**src/rtl/decode.sv**
```systemverilog
// Instruction decode stage: operand read/bypass, immediates, ID-resolved control transfer,
// hazard detection and ID/EX registers. Optional DECODE_ILLEGAL_TRAP_EN adds illegal_ex.
module decode #(
  parameter int XLEN      = 32,
  parameter int RF_ADDR_W = 5
) (
  input  logic                 clk,
  input  logic                 rst,
  input  logic [XLEN-1:0]      pc_decode,
  input  logic [31:0]          instr_decode,
  output logic [RF_ADDR_W-1:0] rs1_addr,
  output logic [RF_ADDR_W-1:0] rs2_addr,
  input  logic [XLEN-1:0]      rs1_rdata,
  input  logic [XLEN-1:0]      rs2_rdata,
  input  logic                 wb_we,
  input  logic [RF_ADDR_W-1:0] wb_rd,
  input  logic [XLEN-1:0]      wb_data,
  input  logic                 mem_reg_we,
  input  logic [RF_ADDR_W-1:0] mem_rd,
  output logic [1:0]           pc_sel,
  output logic [XLEN-1:0]      br_decode,
  output logic [XLEN-1:0]      jal_decode,
  output logic [XLEN-1:0]      jalr_decode,
  output logic                 stall_if,
  output logic                 flush_if,
  output logic [XLEN-1:0]      pc_ex,
  output logic [XLEN-1:0]      rs1_data_ex,
  output logic [XLEN-1:0]      rs2_data_ex,
  output logic [XLEN-1:0]      imm_ex,
  output logic [RF_ADDR_W-1:0] rd_ex,
  output logic [2:0]           funct3_ex,
  output logic                 funct7b5_ex,
  output logic [6:0]           opcode_ex,
  output logic                 reg_we_ex,
  output logic                 mem_re_ex,
  output logic                 mem_we_ex,
`ifdef DECODE_ILLEGAL_TRAP_EN
  output logic                 illegal_ex,
`endif
  output logic                 valid_ex
);

  localparam logic [6:0] OP_LUI   = 7'b0110111;
  localparam logic [6:0] OP_AUIPC = 7'b0010111;
  localparam logic [6:0] OP_JAL   = 7'b1101111;
  localparam logic [6:0] OP_JALR  = 7'b1100111;
  localparam logic [6:0] OP_BR    = 7'b1100011;
  localparam logic [6:0] OP_LOAD  = 7'b0000011;
  localparam logic [6:0] OP_STORE = 7'b0100011;
  localparam logic [6:0] OP_IMM   = 7'b0010011;
  localparam logic [6:0] OP_OP    = 7'b0110011;

  typedef struct packed {
    logic [XLEN-1:0]      pc;
    logic [XLEN-1:0]      rs1;
    logic [XLEN-1:0]      rs2;
    logic [XLEN-1:0]      imm;
    logic [RF_ADDR_W-1:0] rd;
    logic [2:0]           f3;
    logic                 f7b5;
    logic [6:0]           opc;
    logic                 reg_we;
    logic                 mem_re;
    logic                 mem_we;
    logic                 vld;
  } idex_t;

  idex_t r_idex, w_nxt;

  logic [6:0]           w_opc;
  logic [2:0]           w_f3;
  logic [RF_ADDR_W-1:0] w_rs1, w_rs2, w_rd;
  logic [XLEN-1:0]      w_op1, w_op2;
  logic [XLEN-1:0]      w_imm_i, w_imm_s, w_imm_b, w_imm_u, w_imm_j, w_imm;
  logic w_lui, w_auipc, w_jal, w_jalr, w_br, w_load, w_store, w_opimm, w_op;
  logic w_br_ok, w_legal, w_illegal, w_use1, w_use2, w_has_rd, w_taken;
  logic w_hz_lu, w_hz_ctl, w_hz;

  assign w_opc = instr_decode[6:0];
  assign w_f3  = instr_decode[14:12];
  assign w_rs1 = RF_ADDR_W'(instr_decode[19:15]);
  assign w_rs2 = RF_ADDR_W'(instr_decode[24:20]);
  assign w_rd  = RF_ADDR_W'(instr_decode[11:7]);
  assign rs1_addr = w_rs1;
  assign rs2_addr = w_rs2;

  assign w_imm_i = XLEN'($signed(instr_decode[31:20]));
  assign w_imm_s = XLEN'($signed({instr_decode[31:25], instr_decode[11:7]}));
  assign w_imm_b = XLEN'($signed({instr_decode[31], instr_decode[7], instr_decode[30:25],
                                  instr_decode[11:8], 1'b0}));
  assign w_imm_u = XLEN'($signed({instr_decode[31:12], 12'h000}));
  assign w_imm_j = XLEN'($signed({instr_decode[31], instr_decode[19:12], instr_decode[20],
                                  instr_decode[30:21], 1'b0}));

  // Writeback bypass; x0 never forwards and always reads zero.
  always_comb begin
    w_op1 = rs1_rdata;
    w_op2 = rs2_rdata;
    if (wb_we && wb_rd == w_rs1) w_op1 = wb_data;
    if (wb_we && wb_rd == w_rs2) w_op2 = wb_data;
    if (w_rs1 == '0) w_op1 = '0;
    if (w_rs2 == '0) w_op2 = '0;
  end

  always_comb begin
    w_lui   = (w_opc == OP_LUI);
    w_auipc = (w_opc == OP_AUIPC);
    w_jal   = (w_opc == OP_JAL);
    w_jalr  = (w_opc == OP_JALR);
    w_br    = (w_opc == OP_BR);
    w_load  = (w_opc == OP_LOAD);
    w_store = (w_opc == OP_STORE);
    w_opimm = (w_opc == OP_IMM);
    w_op    = (w_opc == OP_OP);
    w_br_ok = w_br && (w_f3 != 3'b010) && (w_f3 != 3'b011);
    w_legal = (instr_decode != 32'h0) &&
              (w_lui | w_auipc | w_jal | w_jalr | w_br_ok | w_load | w_store | w_opimm | w_op);
    w_illegal = (instr_decode != 32'h0) && !w_legal;
    w_use1  = w_legal && !(w_lui | w_auipc | w_jal);
    w_use2  = w_legal && (w_br_ok | w_store | w_op);
    w_has_rd = w_legal && !(w_br_ok | w_store);
  end

  always_comb begin
    w_imm = '0;
    if (w_lui | w_auipc)        w_imm = w_imm_u;
    else if (w_jal | w_jalr)    w_imm = XLEN'(4);
    else if (w_load | w_opimm)  w_imm = w_imm_i;
    else if (w_store)           w_imm = w_imm_s;
    else if (w_br)              w_imm = w_imm_b;
  end

  always_comb begin
    w_taken = 1'b0;
    case (w_f3)
      3'b000:  w_taken = (w_op1 == w_op2);
      3'b001:  w_taken = (w_op1 != w_op2);
      3'b100:  w_taken = ($signed(w_op1) <  $signed(w_op2));
      3'b101:  w_taken = ($signed(w_op1) >= $signed(w_op2));
      3'b110:  w_taken = (w_op1 <  w_op2);
      3'b111:  w_taken = (w_op1 >= w_op2);
      default: w_taken = 1'b0;
    endcase
  end

  assign br_decode   = pc_decode + w_imm_b;
  assign jal_decode  = pc_decode + w_imm_j;
  assign jalr_decode = (w_op1 + w_imm_i) & ~XLEN'(1);

  // Control transfers resolve in ID, so they also wait on an ALU result still in EX or MEM.
  always_comb begin
    w_hz_lu = r_idex.reg_we && r_idex.mem_re && (r_idex.rd != '0) &&
              ((w_use1 && r_idex.rd == w_rs1) || (w_use2 && r_idex.rd == w_rs2));
    w_hz_ctl = (w_br_ok || (w_jalr && w_legal)) && (
      (w_use1 && w_rs1 != '0 && ((r_idex.reg_we && r_idex.rd == w_rs1) ||
                                 (mem_reg_we && mem_rd == w_rs1))) ||
      (w_use2 && w_rs2 != '0 && ((r_idex.reg_we && r_idex.rd == w_rs2) ||
                                 (mem_reg_we && mem_rd == w_rs2))));
    w_hz = !rst && (w_hz_lu || w_hz_ctl);
  end

  always_comb begin
    pc_sel = 2'd0;
    if (!rst && !w_hz && w_legal) begin
      if (w_br_ok && w_taken) pc_sel = 2'd1;
      else if (w_jal)         pc_sel = 2'd2;
      else if (w_jalr)        pc_sel = 2'd3;
    end
    stall_if = w_hz;
    flush_if = (pc_sel != 2'd0);
  end

  always_comb begin
    w_nxt = '0;
    if (w_legal && !w_hz) begin
      w_nxt.pc     = pc_decode;
      w_nxt.rs1    = w_op1;
      w_nxt.rs2    = w_op2;
      w_nxt.imm    = w_imm;
      w_nxt.rd     = w_has_rd ? w_rd : '0;
      w_nxt.f3     = w_f3;
      w_nxt.f7b5   = instr_decode[30];
      w_nxt.opc    = w_opc;
      w_nxt.reg_we = w_has_rd && (w_rd != '0);
      w_nxt.mem_re = w_load;
      w_nxt.mem_we = w_store;
      w_nxt.vld    = 1'b1;
    end
  end

  always_ff @(posedge clk) begin
    if (rst) r_idex <= '0;
    else     r_idex <= w_nxt;
  end

`ifdef DECODE_ILLEGAL_TRAP_EN
  logic r_illegal;
  always_ff @(posedge clk) begin
    if (rst) r_illegal <= 1'b0;
    else     r_illegal <= w_illegal;
  end
  assign illegal_ex = r_illegal;
`else
  logic w_illegal_unused;
  assign w_illegal_unused = w_illegal;
`endif

  assign pc_ex       = r_idex.pc;
  assign rs1_data_ex = r_idex.rs1;
  assign rs2_data_ex = r_idex.rs2;
  assign imm_ex      = r_idex.imm;
  assign rd_ex       = r_idex.rd;
  assign funct3_ex   = r_idex.f3;
  assign funct7b5_ex = r_idex.f7b5;
  assign opcode_ex   = r_idex.opc;
  assign reg_we_ex   = r_idex.reg_we;
  assign mem_re_ex   = r_idex.mem_re;
  assign mem_we_ex   = r_idex.mem_we;
  assign valid_ex    = r_idex.vld;

endmodule

```
**config.mk**
```make
export PLATFORM = sky130hd
export DESIGN_NAME = decode
export DESIGN_NICKNAME = d
export VERILOG_FILES = /design/src/rtl/decode.sv
export SDC_FILE = /design/constraint.sdc
export NUM_CORES = 1
export LEC_CHECK = 0
export ABC_AREA = 1
export BUFFER_PORTS_ARGS = -buffer_cell sky130_fd_sc_hd__buf_2
export CAP_MARGIN = 30
export CORE_UTILIZATION = 31
export CTS_CLUSTER_SIZE = 25
export DETAILED_ROUTE_END_ITERATION = 10
export SLEW_MARGIN = 15
export SYNTH_ARGS = -nofsm -noshare
export SYNTH_HDL_FRONTEND = slang
export SYNTH_SLANG_ARGS = --single-unit
```
**constraint.sdc**
```tcl
create_clock -name clk -period 3.7 [get_ports clk]
set_clock_uncertainty 0.05 [all_clocks]
set_input_delay 0.185 -clock clk [delete_from_list [all_inputs] [get_ports clk]]
set_output_delay 0.185 -clock clk [all_outputs]
set_load 0.01 [all_outputs]
```
==> results of run 1 <==
cells in the final DEF (no fill, tap or decap), types with 21 or more instances in the layout:
cell type        n
inv_1          199
buf_2          418
o21ai_0         89
or2_2           26
buf_4          189
nand2_1        218
nor4_1          36
a21oi_1        106
nor3_1          31
nand2_2         21
dfxtp_1        148
nor2_1         246
xor2_1          58
nand3_1         27
dlygate4sd3_1   45
xnor2_1         32
ha_1            95
clkbuf_16       23
cell usage after synthesis (2+ instances only):
library cell and number:
dfxtp_1 148, o21a_1 7, ha_1 103, a211oi_1 3, buf_4 13, o21ai_2 2
inv_1 220, nand2_1 241, fa_1 3, o21ai_0 108, buf_2 9, a21o_1 4
nand4_1 13, nor2_1 259, xnor2_1 32, o221ai_1 3, nor3b_1 2, nor4_1 38
xor2_1 59, o22ai_1 3, o21ai_1 2, nor3_1 52, nand3b_1 4, clkbuf_1 31
or2_2 30, nand3_1 31, a21oi_1 115, clkbuf_2 2, a221oi_1 3, o31ai_1 2
o211ai_1 8, a21boi_1 2, a21boi_0 3, a31oi_1 18
what timing repair did:
action,in CTS,in global routing
endpoints found under the hold margin,53,0
setup buffers,3,16
resized for setup,36,151
hold buffers,45,0
pin swaps,8,49
setup endpoints to repair,10,33
cloned,1,6
state kept, by name, summed over array words and instances, names as in the netlist:
register / flops
funct7b5_ex: 1
imm_ex: 32
rs1_data_ex: 32
opcode_ex: 7
rd_ex: 5
mem_re_ex: 1
funct3_ex: 3
mem_we_ex: 1
valid_ex: 1
pc_ex: 32
rs2_data_ex: 32
reg_we_ex: 1
worst max-delay path, delay by kind of cell:
family,cells,cell delay (ns)
AOI/OAI and AO/OA,1,0.15
adders and majority gates,1,0.31
buffers and inverters,7,0.95
and+or+nand+nor,15,1.84
layout make-up:
class                           count  area, um2  area share (%)
Antenna cell                        3       7.51          0.0453
Clock inverter                     14        139           0.838
Inverter                          221        852            5.14
Tap cell                          448        561            3.38
Multi-Input combinational cell   1157       7090            42.8
Sequential cell                   148       2960            17.9
Timing Repair Buffer              682       4520            27.3
Clock buffer                       18        439            2.65
power breakdown:
| group | total, mW | internal (mW) | switching, mW |
|---|---|---|---|
| Clock | 1.78 | 0.915 | 0.868 |
| Sequential | 1.62 | 1.61 | 0.00611 |
| Combinational | 2.12 | 0.903 | 1.21 |
| Total | 5.52 | 3.43 | 2.09 |
metrics by stage:
stage / setup WS, ns / setup TNS (ns) / cells / utilization [%]
after floorplan: 0.442 / 0 / 1582 / -
after global placement: -0.241 / -0.478 / 2585 / 43.3
after detailed placement: -0.273 / -0.681 / 2585 / 43.3
after CTS: -0.0143 / -0.0143 / 2666 / 46.8
after global routing: -0.289 / -0.672 / 2691 / 49.2
final: -0.00705 / -0.00705 / 2691 / 49.2
logic make-up (layout without fill, tap and decap cells):
family / count (synthesis) / in the layout
XOR/XNOR: 91 / 91
flip-flops: 148 / 148
adder cells (fa/ha/maj): 106 / 106
AO/OA/AOI/OAI: 286 / 286
other: 1 / 4
buffers and inverters: 277 / 935
AND/OR/NAND/NOR: 673 / 673
routing by layer:
metal,up-vias,share of wire (%),global-route usage (%)
met1,6026,45,34.3
met5,-,0,0
met3,98,6.2,5.08
met4,0,3.6,10.3
li1,6473,-,-
met2,500,45,41.9
path summary, 6_finish.rpt:
path / slack (ns) / depth (start not counted) / end
max: -0.007 / 24 / flush_if
min reg2reg: 0.72 / 3 / opcode_ex[0]
max reg2reg: 0.75 / 13 / pc_ex[2]
min: 0.02 / 3 / reg_we_ex
==> impl_metrics.csv, run 1 <==
group,metric,value,unit
floorplan,die_x,187,um
setup_path,critical_path_class,"input pin to primary output",
drt,route.detailed.drc,0,
drt,wirelength,48500,um
synthesis,syn_area_per_cell,6.74,um2
synthesis,synth_top_area_share,27.8,%
cells_and_area,drive_gt1_share,36.8,%
placed_design,place.gp.congestion,0.951,
cts,clock_latency,0.46,ns
synthesis,synth_cells,1582,
setup_path,cpPeakStageDelay,0.31,ns
global_routing,grt_antenna_before_repair,4,
cts,cts_made_buffers,17,
cells_and_area,fin_area,16600,um2
floorplan,core,33700,um2
sta,whs,0.0229,ns
synthesis,async_reset_ff_share,0,%
drt,viasPerCell,4.87,
setup_path,path_cells,"buf_2 > buf_6 > inv_1 > nand4_1 > nor2_4 > buf_12 > buf_12 > nor3_4 > ha_1 > nand2_2 > nor4_2 > buf_4 > nand4_1 > nor3_2 > nand3_2 > o21ai_2 > nand2_1 > nor2_1 > nand3_1 > nand2_1 > nand2_1 > nand2_2 > nand2_1 > buf_2",
synthesis,syn-cell-area,10700,um2
sta,worst_slew_margin_rel,61.0,%
cts,clockRootBuffer,"clkbuf_16",
drt,first_iter_violations,865,
global_routing,grt_pass1_wl,70600,um
placed_design,dpl.hpwl,37900,um
global_routing,gr-usage-all-layers,26.1,%
synthesis,ys.flop_type,"dfxtp_1",
floorplan,initial_core_util,31.6,%
cells_and_area,fill_cells,3424,
synthesis,ys_types,43,
synthesis,synth_seq_cells,148,
sta,drv_slew,0,
setup_path,cp-end-kind,"primary output",
sta,period_share,100,%
cts,htreeDepth,4,
drt,ant_nets,0,
setup_path,crit_arrival,3.47,ns
floorplan,die_y,187,um
sta,rsz0062_at_grt,"yes",
sta,hold_viol,0,
synthesis,synth-edff-count,0,
sta,fmax,270,MHz
drt,num_vias,13097,
cts,numClockSinks,148,
synthesis,synth_compound_area_share,14.7,%
synthesis,synth_top_family_by_area,"simple AND/OR/NAND/NOR gates",
synthesis,yosysWarnings,0,
cells_and_area,area_growth,55.4,%
cts,cts_tree,"done",
global_routing,grt_pass1_vias,12503,
hold_path,hold_path_class,"input pin to flop",
global_routing,grt_start_max_net_pins,29,
synthesis,synthTopCellsByArea,"dfxtp_1 (28%), ha_1 (12%), nor2_1 (9.1%)",
cts,clk_path_buf_depth,2,
placed_design,port-buffer-count,430,
sta,setup_viol,1,
setup_path,cp.required,3.46,ns
cells_and_area,nets,2507,
synthesis,synth_fa_ha_area_share,12.6,%
floorplan,ios,432,
setup_path,worst_path_max_delay_cell,"ha_1",
power,total_power,5.52,mW
setup_path,worstSetupStartpoint,"instr_decode[18]",
job,maxCapViolCount,0,
synthesis,synth_simple_gate_area_share,27.0,%
status,status,"finished, violations left",
drt,drtPass1Iterations,7,
synthesis,syn-num-nets,1862,
setup_path,worst_setup_path_start_kind,"input pin",
floorplan,fp.dieArea,35200,um2
synthesis,synthMuxAreaShare,0,%
floorplan,row_count,67,
cts,clk_pin_slew_worst_paths,0.08,ns
synthesis,synth_xor_area_share,7.47,%
power,p_leak,8.98,nW
power,worst_ir_drop_vdd,0.331,mV
synthesis,synth.largest_area_cell,"dfxtp_1",
setup_path,critPathMaxFanout,7,
global_routing,grt_overflow_total,0,
hold_path,hold_path.startpoint,"instr_decode[8]",
synthesis,yosysSeqAreaShare,27.8,%
setup_path,cp_common_cell,"nand2_1",
sta,worst_pin_slew,0.580,ns
sta,fin_ws,-0.00705,ns
sta,fin_crit,3.71,ns
placed_design,dpl_cell_area,14600,um2
status,violations,"setup timing",
drt,wire_per_inst,18.0,um
setup_path,reg2reg_from,"rd_ex[0]",
power,p_per_area,333,nW/um2
Power figures use the tool's default switching activity.
==> run 2, diff against run 1 <==
--- a/config.mk
+++ b/config.mk
@@ -8,9 +8,12 @@
 export ABC_AREA = 1
 export BUFFER_PORTS_ARGS = -buffer_cell sky130_fd_sc_hd__buf_2
 export CAP_MARGIN = 30
+export CELL_PAD_IN_SITES_DETAIL_PLACEMENT = 1
+export CELL_PAD_IN_SITES_GLOBAL_PLACEMENT = 1
 export CORE_UTILIZATION = 31
 export CTS_CLUSTER_SIZE = 25
 export DETAILED_ROUTE_END_ITERATION = 10
+export PLACE_DENSITY_LB_ADDON = 0.1
 export SLEW_MARGIN = 15
 export SYNTH_ARGS = -nofsm -noshare
 export SYNTH_HDL_FRONTEND = slang
==> run 2 against run 1 <==
Effect of this change:
- the run ends with hold timing left
- wire length rose by 7.3%
- cell area fell by 1.9%
- sequential cell count did not move
- global-route usage rose by 2.4 points
- die area did not move
- non-clock buffer count fell by 20
- cell count fell by 0.71%
- power fell by 1.0%
- combinational power barely moved
- count of clock-buffer cells in the layout rose by 3
- largest cell class unchanged
==> impl_metrics.csv, run 2 (synthesis gave the netlist of run 1 again) <==
group,metric,value,unit
status,status,"finished, violations left",
status,violations,"hold timing",
global_routing,gr-usage-all-layers,28.5,%
setup_path,critical_path_class,"input pin to primary output",
sta,fmax,276,MHz
sta,period_share,97.9,%
cells_and_area,final_core_util,48.2,%
setup_path,critPathMaxFanout,28,
floorplan,core,33700,um2
drt,wire_per_inst,19.5,um
cells_and_area,fill_cells,4419,
sta,setup_viol,0,
global_routing,grt_start_max_net_pins,54,
drt,first_iter_violations,608,
sta,worst_pin_slew,0.637,ns
global_routing,grt_pass1_vias,13465,
cells_and_area,multi_input_area,7100,um2
setup_path,critPathBufInv,4,
setup_path,cpPeakStageDelay,0.34,ns
setup_path,cp.required,3.46,ns
drt,num_vias,13203,
cells_and_area,final_common_cell,"buf_2",
power,worst_ir_drop_vdd,0.346,mV
floorplan,ios,432,
setup_path,worst_setup_path_start_kind,"input pin",
drt,route.detailed.drc,0,
sta,rsz0062_at_grt,"yes",
floorplan,row_count,67,
cts,clock_latency,0.44,ns
cts,clockRootBuffer,"clkbuf_16",
placed_design,port-buffer-count,430,
power,p_leak,8.86,nW
job,maxCapViolCount,0,
sta,hold_viol,1,
cells_and_area,final_cells,2672,
power,p_per_area,336,nW/um2
cts,numClockSinks,148,
global_routing,grt_pass1_wl,76800,um
cts,clk_path_buf_depth,2,
placed_design,dp_cells,2579,
placed_design,place.gp.congestion,0.944,
global_routing,grt_overflow_total,0,
sta,fin_ws,0.0762,ns
cells_and_area,final_cell_mix,"buf_2 (425), nor2_1 (242), nand2_1 (225)",
cells_and_area,nets,2487,
cts,cts_made_buffers,17,
setup_path,worst_path_max_delay_cell,"ha_1",
setup_path,cp-end-kind,"primary output",
floorplan,die_y,187,um
drt,viasPerCell,4.94,
hold_path,hold_path_class,"input pin to flop",
sta,whs,-0.0136,ns
sta,drv_slew,0,
cells_and_area,area_growth,52.4,%
setup_path,crit_arrival,3.39,ns
cells_and_area,regArea,2960,um2
floorplan,die_x,187,um
setup_path,cp_common_cell,"nand2_1",
sta,fin_crit,3.62,ns
floorplan,fp.dieArea,35200,um2
cells_and_area,drive_gt1_share,36.0,%
floorplan,initial_core_util,31.6,%
setup_path,crit_family,"simple AND/OR/NAND/NOR gates",
cts,htreeDepth,4,
drt,ant_nets,0,
cts,cts_tree,"done",
placed_design,dpl.hpwl,41500,um
drt,wirelength,52000,um
placed_design,pre_cts_ws,-0.262,ns
sta,worst_slew_margin_rel,57.1,%
global_routing,grt_antenna_before_repair,12,
drt,drtPass1Iterations,5,
cts,clk_pin_slew_worst_paths,0.06,ns
## run 2: changes by cell type in the layout (fill, tap and decap cells not counted), moves of 6 or more
cell | before | now
nor3_2 | 16 | 23
o21ai_0 | 89 | 70
inv_1 | 199 | 205
o21ai_1 | 13 | 25
inv_8 | 6 | 0
buf_4 | 189 | 174
nand2_2 | 21 | 14
nand2_1 | 218 | 225
o21ai_2 | 9 | 16
nor3_1 | 31 | 25
buf_2 | 418 | 425
## run 2: metal layers
metal	global-route usage, %	vias up	part of all wire [%]
met1	35.4	6285	43
met2	47.6	392	47
met3	6.27	86	5.9
li1	-	6428	-
met4	11.8	12	3.4
met5	0	-	0.14
## run 2: power breakdown
group	leakage [nW]	internal [mW]	switching (mW)	total, mW
logic	7.38	0.877	1.22	2.10
registers	1.19	1.61	0.00641	1.62
clock network	0.285	1.03	0.709	1.74
## run 2: tightest hold or removal path, delay by kind of cell
kind,cells,cell delay (ns)
AOI/OAI and AO/OA,1,0.08
and+or+nand+nor,1,0.10
buffers and inverters,1,0.08
## run 2: final timing paths
| kind | start | endpoint | slack [ns] | depth (start not counted) |
|---|---|---|---|---|
| max | instr_decode[19] | flush_if | 0.08 | 26 |
| min | rs2_rdata[1] | rs2_data_ex[1] | -0.01 | 3 |
| max reg2reg | rd_ex[0] | mem_re_ex | 0.82 | 13 |
| min reg2reg | mem_re_ex | valid_ex | 0.72 | 3 |
## run 2: final cells by class
type	instances	area share (%)
tap	448	3.45
timing repair buffer	662	25.9
antenna	6	0.0924
clock buffer	21	2.89
clock inverter	9	0.646
multi-input combinational	1157	43.7
sequential	148	18.2
inverter	221	5.13
## run 2: metrics by stage
step	area (um2)	TNS, ns	total power, mW
finish	16300	0	5.46
global route	16200	-0.408	5.75
CTS	15700	-0.0193	5.42
detailed placement	14500	-0.566	3.59
global placement	14500	-0.211	3.55
floorplan	10700	0	2.68
## run 2: timing repair
| action | in CTS | in global routing |
|---|---|---|
| pin swaps | 15 | 28 |
| cloned | 2 | 2 |
| endpoints found under the setup margin | 7 | 36 |
| resized for setup | 49 | 131 |
| hold endpoints to repair | 51 | 2 |
| buffers inserted | 4 | 5 |
| hold buffers | 44 | 2 |
==> run 3, diff against run 2 <==
--- a/config.mk
+++ b/config.mk
@@ -10,6 +10,7 @@
 export CAP_MARGIN = 30
 export CELL_PAD_IN_SITES_DETAIL_PLACEMENT = 1
 export CELL_PAD_IN_SITES_GLOBAL_PLACEMENT = 1
+export CORE_ASPECT_RATIO = 0.8
 export CORE_UTILIZATION = 31
 export CTS_CLUSTER_SIZE = 25
 export DETAILED_ROUTE_END_ITERATION = 10
==> run 3 against run 2 <==
Effect of this change:
- the flow finishes with violations (setup timing)
- die area about the same
- register-to-register slack better by 0.07 ns
- cell count up 0.94%
- cell area up 5.4%
- core utilization up 2.6 points
- power up 3.6%
- global-route usage up 0.77 points
- worst hold slack better by 0.035 ns
- non-clock buffer count up 37
- largest cell class unchanged
- largest power group unchanged
==> impl_metrics.csv, run 3 (synthesis gave the netlist of run 1 again) <==
group,metric,value,unit
cells_and_area,final_common_cell,"buf_2",
hold_path,hold_path.startpoint,"instr_decode[25]",
global_routing,grt_overflow_total,0,
cts,clk_pin_slew_worst_paths,0.07,ns
power,total_power,5.66,mW
hold_path,min_to,"imm_ex[5]",
global_routing,grt_antenna_before_repair,6,
setup_path,critPathMaxFanout,8,
cts,clk_path_buf_depth,2,
setup_path,r2r.worst_path.cells,13,
cells_and_area,drive_gt1_share,41.1,%
floorplan,die_y,168,um
job,maxCapViolCount,0,
power,worst_ir_drop_vdd,0.252,mV
floorplan,ios,432,
setup_path,r2r-end,"rs1_data_ex[29]",
cells_and_area,fin_area,17100,um2
cells_and_area,final_cell_mix,"buf_2 (420), nor2_1 (228), nand2_1 (212)",
cells_and_area,fill_cells,4345,
setup_path,crit_arrival,3.47,ns
cts,clock_latency,0.45,ns
drt,viasPerCell,4.97,
global_routing,gr-usage-all-layers,29.3,%
drt,wl_met2,24800,um
cts,htreeDepth,4,
sta,period_share,100,%
sta,fin_ws,-0.00541,ns
cts,numClockSinks,148,
drt,ant_nets,0,
placed_design,place.gp.congestion,0.918,
sta,setup_viol,1,
power,p_per_area,330,nW/um2
global_routing,grt_pass1_wl,78300,um
drt,wirelength,54700,um
sta,finalSetupTns,-0.00541,ns
cts,clockRootBuffer,"clkbuf_16",
setup_path,cp.required,3.46,ns
status,violations,"setup timing",
sta,rsz0062_at_grt,"yes",
hold_path,hold_depth,3,
drt,drtPass1Iterations,5,
cells_and_area,area_growth,60.7,%
global_routing,grt_start_max_net_pins,39,
placed_design,dp_cells,2586,
placed_design,dpl.hpwl,43200,um
hold_path,hold_path_class,"input pin to flop",
drt,route.detailed.drc,0,
floorplan,row_count,60,
cts,cts_tree,"done",
power,p_leak,9.09,nW
placed_design,port-buffer-count,430,
sta,worst_pin_slew,0.642,ns
global_routing,grt_pass1_vias,13528,
setup_path,r2r_slack,0.89,ns
setup_path,worst_setup_path_start_kind,"input pin",
drt,topRoutingLayerUsed,"met4",
sta,drv_slew,0,
setup_path,critical_path_class,"input pin to primary output",
floorplan,initial_core_util,31.6,%
sta,worst_slew_margin_rel,56.8,%
floorplan,die_x,209,um
status,status,"finished, violations left",
setup_path,cp-end-kind,"primary output",
sta,fin_crit,3.71,ns
drt,num_vias,13415,
floorplan,fp.dieArea,35200,um2
setup_path,reg2reg_from,"rd_ex[1]",
cells_and_area,final_cells,2697,
drt,wl_met3,3150,um
drt,first_iter_violations,784,
placed_design,dpl_cell_area,14700,um2
cells_and_area,multi_input_area,7630,um2
drt,wire_per_inst,20.3,um
drt,wl_met1,25500,um
cells_and_area,final_core_util,50.9,%
cells_and_area,nets,2524,
cts,cts_made_buffers,17,
sta,fmax,270,MHz
floorplan,core,33700,um2
sta,hold_viol,0,
cells_and_area,regArea,2960,um2
==> run 3: cell count changes in the layout (fill, tap and decap cells not counted), sizes merged <==
cell	previous run	this run
clkbuf	23	24
buf	614	646
bufinv	2	0
clkinvlp	1	2
dlygate4sd3	46	48
inv	221	226
==> run 3: metrics by stage <==
step | hold slack [ns] | setup WS (ns)
6_report | 0.0210 | -0.00541
5_1_grt | 0.0178 | -0.310
4_1_cts | 0.00240 | -0.0139
3_5_place_dp | 0.332 | -0.284
3_3_place_gp | 0.328 | -0.275
2_1_floorplan | 0.211 | 0.442
==> run 3: timing repair <==
item	CTS	global route
endpoints found under the setup margin	19	50
cloned	1	3
pin swaps	9	75
buffers inserted	4	25
hold endpoints to repair	54	1
hold buffers	47	1
gates resized for setup	61	260
==> run 3: routing by layer <==
metal | global-route usage [%] | vias to the layer above
li1 | - | 6515
met3 | 5.84 | 72
met2 | 46.0 | 413
met4 | 9.62 | 0
met5 | 0 | -
met1 | 40.0 | 6415
==> run 3: critical path, cell delays in order <==
cell and delay (ns):
buf_4 0.16, inv_1 0.08, nand2_1 0.08, nand2_1 0.09, nor2_2 0.05, nand3_2 0.12, buf_8 0.16, clkbuf_16 0.17
nor2_1 0.05, nor2_1 0.10, o21ai_0 0.26, ha_4 0.38, nand3_1 0.10, nor2_2 0.15, nand4_1 0.18, nor3_2 0.18
nand3_2 0.14, o21ai_2 0.13, nand2_1 0.06, nor2_1 0.12, nand3_1 0.08, nand2_1 0.08, nand2_2 0.08, nand2_2 0.11
nand2_2 0.06, buf_6 0.12
==> run 3: power by group <==
group / internal [mW] / total, mW / leakage (nW) / switching [mW]
combinational: 0.979 / 2.30 / 7.62 / 1.32
clock: 0.918 / 1.74 / 0.277 / 0.825
sequential: 1.61 / 1.62 / 1.19 / 0.00649
total: 3.51 / 5.66 / 9.09 / 2.15
==> run 3: worst max-delay path by stage <==
stage	startpoint	end	slack (ns)	depth (start not counted)
floorplan	wb_rd[3]	flush_if	0.44	22
global placement	wb_rd[1]	flush_if	-0.27	25
detailed placement	instr_decode[19]	flush_if	-0.28	26
CTS	instr_decode[19]	flush_if	-0.01	30
global route	wb_rd[3]	flush_if	-0.31	27
finish	instr_decode[23]	flush_if	-0.005	26
==> run 3: area by class of cell <==
class	count	area share (%)
antenna	6	0.0876
tap	434	3.17
timing repair buffer	699	26.7
sequential	148	17.3
multi-input combinational	1157	44.5
clock buffer	19	2.64
clock inverter	13	0.693
inverter	221	4.91
